==> config.mk <==
export PLATFORM = sky130hd
export DESIGN_NAME = algo_nr1w_dup_fwd
export DESIGN_NICKNAME = d
export VERILOG_FILES = /design/src/rtl/algo_nr1w_dup_fwd.sv
export SDC_FILE = /design/constraint.sdc
export NUM_CORES = 1
export LEC_CHECK = 0
export CAP_MARGIN = 30
export CORE_AREA = 4 4 228 230
export DETAILED_ROUTE_END_ITERATION = 10
export DIE_AREA = 0 0 232 234
export GPL_ROUTABILITY_DRIVEN = 0
export GPL_TIMING_DRIVEN = 0
export PLACE_DENSITY = 0.45
export SLEW_MARGIN = 0
export SYNTH_ARGS = -nofsm -noshare
export SYNTH_HDL_FRONTEND = slang
export SYNTH_SLANG_ARGS = --single-unit
==> constraint.sdc <==
create_clock -name clk -period 6.3 [get_ports clk]
set_clock_uncertainty 0.15 [all_clocks]
set_input_delay 1.26 -clock clk [delete_from_list [all_inputs] [get_ports clk]]
set_output_delay 1.26 -clock clk [all_outputs]
set_load 0.02 [all_outputs]
==> src/rtl/algo_nr1w_dup_fwd.sv <==
// algo_nr1w_dup_fwd: N-read 1-write memory from duplicated 1R1W copies with same-cycle write forwarding and parity check
module algo_nr1w_dup_fwd #(
  parameter int WIDTH      = 32,
  parameter int NUMADDR    = 1024,
  parameter int BITADDR    = 10,
  parameter int NUMRDPT    = 4,
  parameter int SRAM_DELAY = 2,
  parameter int ENAPAR     = 1,
  parameter int MEMWDTH    = WIDTH + ENAPAR
) (
  input  logic                       clk,
  input  logic                       rst,
  output logic                       ready,
  input  logic                       write,
  input  logic [BITADDR-1:0]         wr_adr,
  input  logic [WIDTH-1:0]           din,
  input  logic [NUMRDPT-1:0]         read,
  input  logic [NUMRDPT*BITADDR-1:0] rd_adr,
  output logic [NUMRDPT-1:0]         rd_vld,
  output logic [NUMRDPT*WIDTH-1:0]   rd_dout,
  output logic [NUMRDPT-1:0]         rd_fwrd,
  output logic [NUMRDPT-1:0]         rd_serr,
  output logic [15:0]                err_cnt,
  output logic [NUMRDPT-1:0]         t1_writeA,
  output logic [NUMRDPT*BITADDR-1:0] t1_addrA,
  output logic [NUMRDPT*MEMWDTH-1:0] t1_dinA,
  output logic [NUMRDPT-1:0]         t1_readB,
  output logic [NUMRDPT*BITADDR-1:0] t1_addrB,
  input  logic [NUMRDPT*MEMWDTH-1:0] t1_doutB
);
  localparam logic [0:0] INIT  = 1'b0;
  localparam logic [0:0] READY = 1'b1;
  logic [0:0]         state;
  logic [BITADDR-1:0] icnt;
  logic [NUMRDPT-1:0] vld_q [SRAM_DELAY];
  logic [NUMRDPT-1:0] fwd_q [SRAM_DELAY];
  logic [WIDTH-1:0]   din_q [SRAM_DELAY];
  logic [NUMRDPT-1:0] rd_acc, hit;
  logic [MEMWDTH-1:0] wword;
  logic [16:0]        esum;
  assign ready = state == READY;
  // Copy write/read port steering, forwarded-data select, parity check and error accumulation
  always_comb begin
    wword = MEMWDTH'({1'(ENAPAR) & ^din, din});
    esum  = {1'b0, err_cnt};
    for (int p = 0; p < NUMRDPT; p++) begin
      rd_acc[p] = ready & read[p];
      hit[p] = rd_acc[p] & write & (wr_adr == rd_adr[p*BITADDR +: BITADDR]);
      t1_writeA[p] = !ready | write;
      t1_addrA[p*BITADDR +: BITADDR] = ready ? wr_adr : icnt;
      t1_dinA[p*MEMWDTH +: MEMWDTH] = ready ? wword : '0;
      t1_readB[p] = rd_acc[p];
      t1_addrB[p*BITADDR +: BITADDR] = rd_adr[p*BITADDR +: BITADDR];
      rd_vld[p] = vld_q[SRAM_DELAY-1][p];
      rd_fwrd[p] = rd_vld[p] & fwd_q[SRAM_DELAY-1][p];
      rd_dout[p*WIDTH +: WIDTH] = !rd_vld[p] ? '0 : rd_fwrd[p] ? din_q[SRAM_DELAY-1] : t1_doutB[p*MEMWDTH +: WIDTH];
      rd_serr[p] = rd_vld[p] & !rd_fwrd[p] & (ENAPAR != 0) & ^t1_doutB[p*MEMWDTH +: MEMWDTH];
      esum = esum + 17'(rd_serr[p]);
    end
  end
  // Init sweep, read-latency and forwarding pipelines, saturating error counter
  always_ff @(posedge clk or negedge rst) begin
    if (!rst) begin
      state   <= INIT;
      icnt    <= '0;
      err_cnt <= '0;
      for (int i = 0; i < SRAM_DELAY; i++) begin
        vld_q[i] <= '0;
        fwd_q[i] <= '0;
        din_q[i] <= '0;
      end
    end else begin
      if (state == INIT) begin
        icnt <= icnt + BITADDR'(1);
        if (icnt == BITADDR'(NUMADDR - 1)) state <= READY;
      end
      vld_q[0] <= rd_acc;
      fwd_q[0] <= hit;
      din_q[0] <= din;
      for (int i = 1; i < SRAM_DELAY; i++) begin
        vld_q[i] <= vld_q[i-1];
        fwd_q[i] <= fwd_q[i-1];
        din_q[i] <= din_q[i-1];
      end
      err_cnt <= esum[16] ? 16'hFFFF : esum[15:0];
    end
  end
endmodule

==> out/results.ini, run 1 <==
[layout]
fillers = 5164
multi_input_area_um2 = 4990
final_layout_size_suffix_gt1_share_pct = 14.0
fin_nets = 1767
stdcell_area_um2 = 16200
seq_area_um2 = 2680
layout_common_cells = clkdlybuf4s50_1, buf_4, xnor2_1
layout_commonest_cell = clkdlybuf4s50_1
areaGrowthSynthToFinish_pct = 76.6
finish.utilization_pct = 32.5

[critical_path]
startpoint = t1_doutB[95]
cp.arrival_ns = 4.21
crit_top_cell = xnor2_1
reg2reg_to = err_cnt[14]
critPathSlowestCell = clkdlybuf4s50_1
cp-end-kind = output pin
path_max_fanout = 2
timing.reg2reg.setup_slack_ns = 2.11
slowest_delay_ns = 0.65
r2r-start = fwd_q[0]
cp-start-kind = primary input
crit_required_ns = 4.89
path_class = primary input to output pin
path_cells = clkdlybuf4s50_1 -> xnor2_1 -> xnor2_1 -> xnor2_1 -> xnor3_1 -> xnor2_1 -> and3b_1 -> clkdlybuf4s50_1
r2r_cells = 12

[global_routing]
overflow = 0
grt_pass1_wl_um = 67800
grt_max_degree = 65
grt_pass1_vias = 9469
grt.total_usage_pct = 17.3
antenna_found_initial = 4

[timing]
timing.final.ws_setup_ns = 0.684
hold_viol_final = 0
fin_crit_ns = 5.62
grt_setup_unrepaired = no
tightest_slew_ns = 0.956
final.period_utilization_pct = 89.1
fmax_mhz = 178
setup_tns_ns = 0
slew_viol_final = 0
slew_headroom_pct = 36.3
setup_viol = 0

[pwr]
p_sw_uw = 597
pwr-share-clk_pct = 28.1
p_per_area_nw_per_um2 = 121
fin_total_pwr_mw = 1.96
switching_share_pct = 30.4
ir_worst_vdd_mv = 0.104
power_frac_seq_pct = 37.5
combPwrFrac_pct = 34.4
p_int_mw = 1.37
p_leak_nw = 6.17

[yosys]
syn_avg_cell_area_um2 = 9.74
yosysTopAreaCell = dfrtp_1
synthesis.nets = 1168
ys_ff_latch = 107
synthCells = 942
syn_area_um2 = 9180
yosysUniqueCellTypes = 34
synth_top_area_share_pct = 29.2
synth-seq-area-share_pct = 29.2
yosys-top-cells-area = dfrtp_1, xnor2_1, buf_4
yosys_warnings = 0

[route]
wl_um = 49200
dr.pass1.iters = 4
drc_errors = 0
vias_per_cell = 3.83
vias = 8500
wire_per_inst_um = 22.2
ant_nets = 0
drt_iter0_drc = 231

[hold_path]
whs_path_depth = 0
min_to = din_q[27]
hold_path.class = register to register
hold_start = din_q[59]

[clock_network]
hold_buffers = 0
htree_num_levels = 3
clk_pin_slew_ns = 0.08
clockBufferDepth = 2
cts_root_buf = clkbuf_16
post_cts_buffers = 0
numCtsBuffers = 9
clock_latency_ns = 0.36
cts_tree = yes
cts_resized = 0
cts_num_sinks = 107

[floorplan]
die_w_um = 232
io_pins = 598
fp.dieArea_um2 = 54300
rows = 82
chipHeight_um = 234
start_util_pct = 18.4
core_area_um2 = 49900

[status]
status = finished clean

[place]
placed_cell_area_um2 = 15900
io_buffers = 587
dp_hpwl_um = 43100
pre_cts_ws_ns = 0.368

[flow_run]
cap_violations = 0

## flip-flops by register name, indices dropped and copies added, names as in the netlist
signal / flops
din_q: 64
fwd_q: 8
rd_vld: 4
ready: 1
vld_q: 4
icnt: 10
err_cnt: 16
## per-stage QoR
stage / hold slack (ns) / std cells
detailed placement: 0.185 / 2202
floorplan: 0.181 / 942
CTS: 0.199 / 2218
global route: 0.206 / 2219
global placement: 0.181 / 2201
finish: 0.197 / 2219
## worst max-delay path by stage
stage | to | depth (start not counted)
floorplan | err_cnt[14] | 15
global placement | din_q[9] | 1
detailed placement | err_cnt[5] | 16
CTS | rd_serr[2] | 8
global route | rd_serr[2] | 8
finish | rd_serr[2] | 8
## power groups by stage
stage / registers (mW) / logic [mW] / clock network [mW]
6_report: 0.736 / 0.677 / 0.552
3_3_place_gp: 0.752 / 0.692 / 0
4_1_cts: 0.738 / 0.702 / 0.581
3_5_place_dp: 0.752 / 0.697 / 0
5_1_grt: 0.739 / 0.733 / 0.607
2_1_floorplan: 0.730 / 0.374 / 0
## layer usage
metal  routed length (µm)  share of wire, %  GRT usage, %  up-vias
li1                     -                 -             -     4053
met1                18500                38          19.2     4033
met2                25900                53          32.9      374
met3                 3880               7.9          4.73       34
met4                  930               1.9          4.00        6
met5                   37             0.075             0        -
## cells by family (layout without fill, tap and decap cells)
kind of cell               count (synthesis)  after routing  share of synthesized area [%]
xor gates and xnor gates                 216            216                           21.5
adders and majority gates                  5              5                          0.927
other                                      0              1                              0
muxes                                    140            140                           15.4
DFF                                      107            107                           29.2
AOI/OAI and AO/OA                          4              4                          0.300
buffers and inverters                    224            828                           16.5
and+or+nand+nor                          246            246                           16.2
## cell type report
| type | instances | share of cell area [%] |
|---|---|---|
| multi-input combinational | 611 | 30.8 |
| tap | 672 | 5.19 |
| sequential | 107 | 16.5 |
| antenna | 1 | 0.0154 |
| timing repair buffer | 588 | 36.4 |
| clock inverter | 4 | 0.208 |
| buffer | 221 | 9.25 |
| inverter | 3 | 0.0695 |
| clock buffer | 12 | 1.52 |
## synthesized netlist by cell type
library cell	n
xnor3_1	4
nor2b_1	129
ha_1	2
nand2_1	23
buf_2	7
inv_1	3
or2_2	1
xor2_1	45
o21bai_1	1
nand3b_1	4
nand4b_1	1
fa_1	3
nand3_1	10
mux2i_1	128
nor4bb_1	1
nor2_1	5
o21a_1	1
nand2b_1	5
or4_1	4
and3_1	6
o21ai_0	1
mux2_2	12
nor4_1	4
buf_1	10
clkbuf_1	28
and4_1	1
xnor2_1	163
and2_1	41
and3b_1	4
o211ai_1	1
xnor2_2	4
dfrtp_1	107
nand4_1	7
buf_4	176
## worst max-delay path: cells and delay by family
| family | cells | cell delay, ns |
|---|---|---|
| xor gates and xnor gates | 5 | 1.61 |
| and+or+nand+nor | 1 | 0.21 |
| buffers and inverters | 2 | 1.11 |
(Power assumes the default switching activity.)
==> run 2: changes to the inputs <==
--- a/config.mk
+++ b/config.mk
@@ -12,7 +12,8 @@
 export GPL_ROUTABILITY_DRIVEN = 0
 export GPL_TIMING_DRIVEN = 0
 export PLACE_DENSITY = 0.45
-export SLEW_MARGIN = 0
+export SKIP_LAST_GASP = 1
+export SLEW_MARGIN = 10
 export SYNTH_ARGS = -nofsm -noshare
 export SYNTH_HDL_FRONTEND = slang
 export SYNTH_SLANG_ARGS = --single-unit
==> results of run 2 <==
The final DEF is identical to that of run 1; final timing and power are the same.
==> run 3: changes to the inputs <==
--- a/config.mk
+++ b/config.mk
@@ -6,12 +6,11 @@
 export NUM_CORES = 1
 export LEC_CHECK = 0
 export CAP_MARGIN = 30
-export CORE_AREA = 4 4 228 230
+export CORE_AREA = 2 2 233 235
 export DETAILED_ROUTE_END_ITERATION = 10
-export DIE_AREA = 0 0 232 234
-export GPL_ROUTABILITY_DRIVEN = 0
+export DIE_AREA = 0 0 235 237
 export GPL_TIMING_DRIVEN = 0
-export PLACE_DENSITY = 0.45
+export PLACE_DENSITY = 0.42
 export SKIP_LAST_GASP = 1
 export SLEW_MARGIN = 10
 export SYNTH_ARGS = -nofsm -noshare
==> out/results.ini, run 3 (synthesized netlist as in run 1, its figures left out) <==
[global_routing]
grt_pass1_vias = 9467
grt.total_usage_pct = 17.2
grt_pass1_wl_um = 68700
antenna_found_initial = 3
overflow = 0
grt_max_degree = 72

[clock_network]
cts_tree = yes
cts_root_buf = clkbuf_16
numCtsBuffers = 9
post_cts_buffers = 0
clk_pin_slew_ns = 0.08
clockBufferDepth = 2
cts_num_sinks = 107
clock_latency_ns = 0.36
cts_resized = 0
htree_num_levels = 3
hold_buffers = 0

[critical_path]
timing.reg2reg.setup_slack_ns = 2.09
path_class = primary input to output pin
cp.arrival_ns = 4.14
cp-end-kind = output pin
path_max_fanout = 2
crit_required_ns = 4.89
cp-start-kind = primary input

[place]
place_congestion = 0.811
io_buffers = 587
pre_cts_ws_ns = 0.329
place_inst = 2226
dp_hpwl_um = 42800

[pwr]
power_frac_seq_pct = 36.3
p_int_mw = 1.40
ir_worst_vdd_mv = 0.0978
p_sw_uw = 625
p_leak_nw = 6.18
combPwrFrac_pct = 33.7
pwr-share-clk_pct = 29.9
fin_total_pwr_mw = 2.03
p_per_area_nw_per_um2 = 125
switching_share_pct = 30.9

[timing]
hold_viol_final = 0
tightest_slew_ns = 0.919
setup_viol = 0
slew_headroom_pct = 38.7
grt_setup_unrepaired = no
slew_viol_final = 0
timing.final.ws_setup_ns = 0.751
final.period_utilization_pct = 88.1
fin_crit_ns = 5.55
fmax_mhz = 180

[layout]
layout_common_cells = clkdlybuf4s50_1, buf_4, xnor2_1
layout_commonest_cell = clkdlybuf4s50_1
finish.utilization_pct = 30.5
largest_register_ffs = 64
areaGrowthSynthToFinish_pct = 77.2
largest_register = din_q
reg_top3 = din_q (64), err_cnt (16), icnt (10)
fillers = 5542
instances_no_fill = 2243
fin_nets = 1767
final_layout_size_suffix_gt1_share_pct = 14.1

[route]
vias_per_cell = 3.78
drc_errors = 0
vias = 8469
wl_um = 49200
ant_nets = 0
dr.pass1.iters = 4
drt_iter0_drc = 241
wire_per_inst_um = 22.0

[floorplan]
chipHeight_um = 237
die_w_um = 235
rows = 85
start_util_pct = 17.2
core_area_um2 = 53300
fp.dieArea_um2 = 55700
io_pins = 598

[status]
status = finished clean

[hold_path]
hold_path.class = register to register

[flow_run]
cap_violations = 0

## run 3: metal layers
metal | vias to the layer above | wire length [µm] | global-route usage [%]
li1 | 4043 | - | -
met1 | 4012 | 19600 | 19.6
met2 | 372 | 25500 | 31.8
met3 | 38 | 3020 | 3.88
met4 | 4 | 1030 | 4.56
met5 | - | 27 | 0
## run 3: worst paths after layout
path	start	end	cells after the start
setup / recovery	t1_doutB[67]	rd_serr[2]	8
hold / removal	vld_q[6]	rd_vld[2]	0
setup reg to reg	fwd_q[0]	err_cnt[14]	12
hold reg to reg	vld_q[6]	rd_vld[2]	0
max in group asynchronous	rst	din_q[15]	2
min in group asynchronous	rst	din_q[57]	1
## run 3: final cells by class
cell class	count	area, µm²	share of cell area (%)
Multi-Input combinational cell	611	4990	30.7
Buffer	221	1500	9.22
Sequential cell	107	2680	16.5
Clock inverter	7	83.8	0.515
Inverter	3	11.3	0.0692
Clock buffer	9	225	1.38
Timing Repair Buffer	588	5900	36.3
Tap cell	696	871	5.35
Antenna cell	1	2.50	0.0154
## run 3: worst max-delay path, cell delays in order
cell	delay (ns)
clkdlybuf4s50_1	0.48
xnor2_1	0.34
xnor2_1	0.16
xnor2_1	0.25
xnor3_1	0.50
xnor2_1	0.28
and3b_1	0.20
clkdlybuf4s50_1	0.66
## run 3: metrics by stage
| stage | area (µm²) | TNS, ns | hold slack [ns] |
|---|---|---|---|
| floorplan | 9180 | 0 | 0.181 |
| global placement | 15900 | -72.00 | 0.181 |
| detailed placement | 16000 | 0 | 0.185 |
| CTS | 16300 | 0 | 0.203 |
| global route | 16300 | 0 | 0.207 |
| finish | 16300 | 0 | 0.201 |
## run 3: power groups by stage
stage | registers, mW | logic (mW) | clock network (mW)
after global placement | 0.751 | 0.695 | 0
after detailed placement | 0.751 | 0.697 | 0
after global routing | 0.739 | 0.733 | 0.659
final | 0.736 | 0.683 | 0.606
after floorplan | 0.730 | 0.374 | 0
after CTS | 0.737 | 0.702 | 0.634
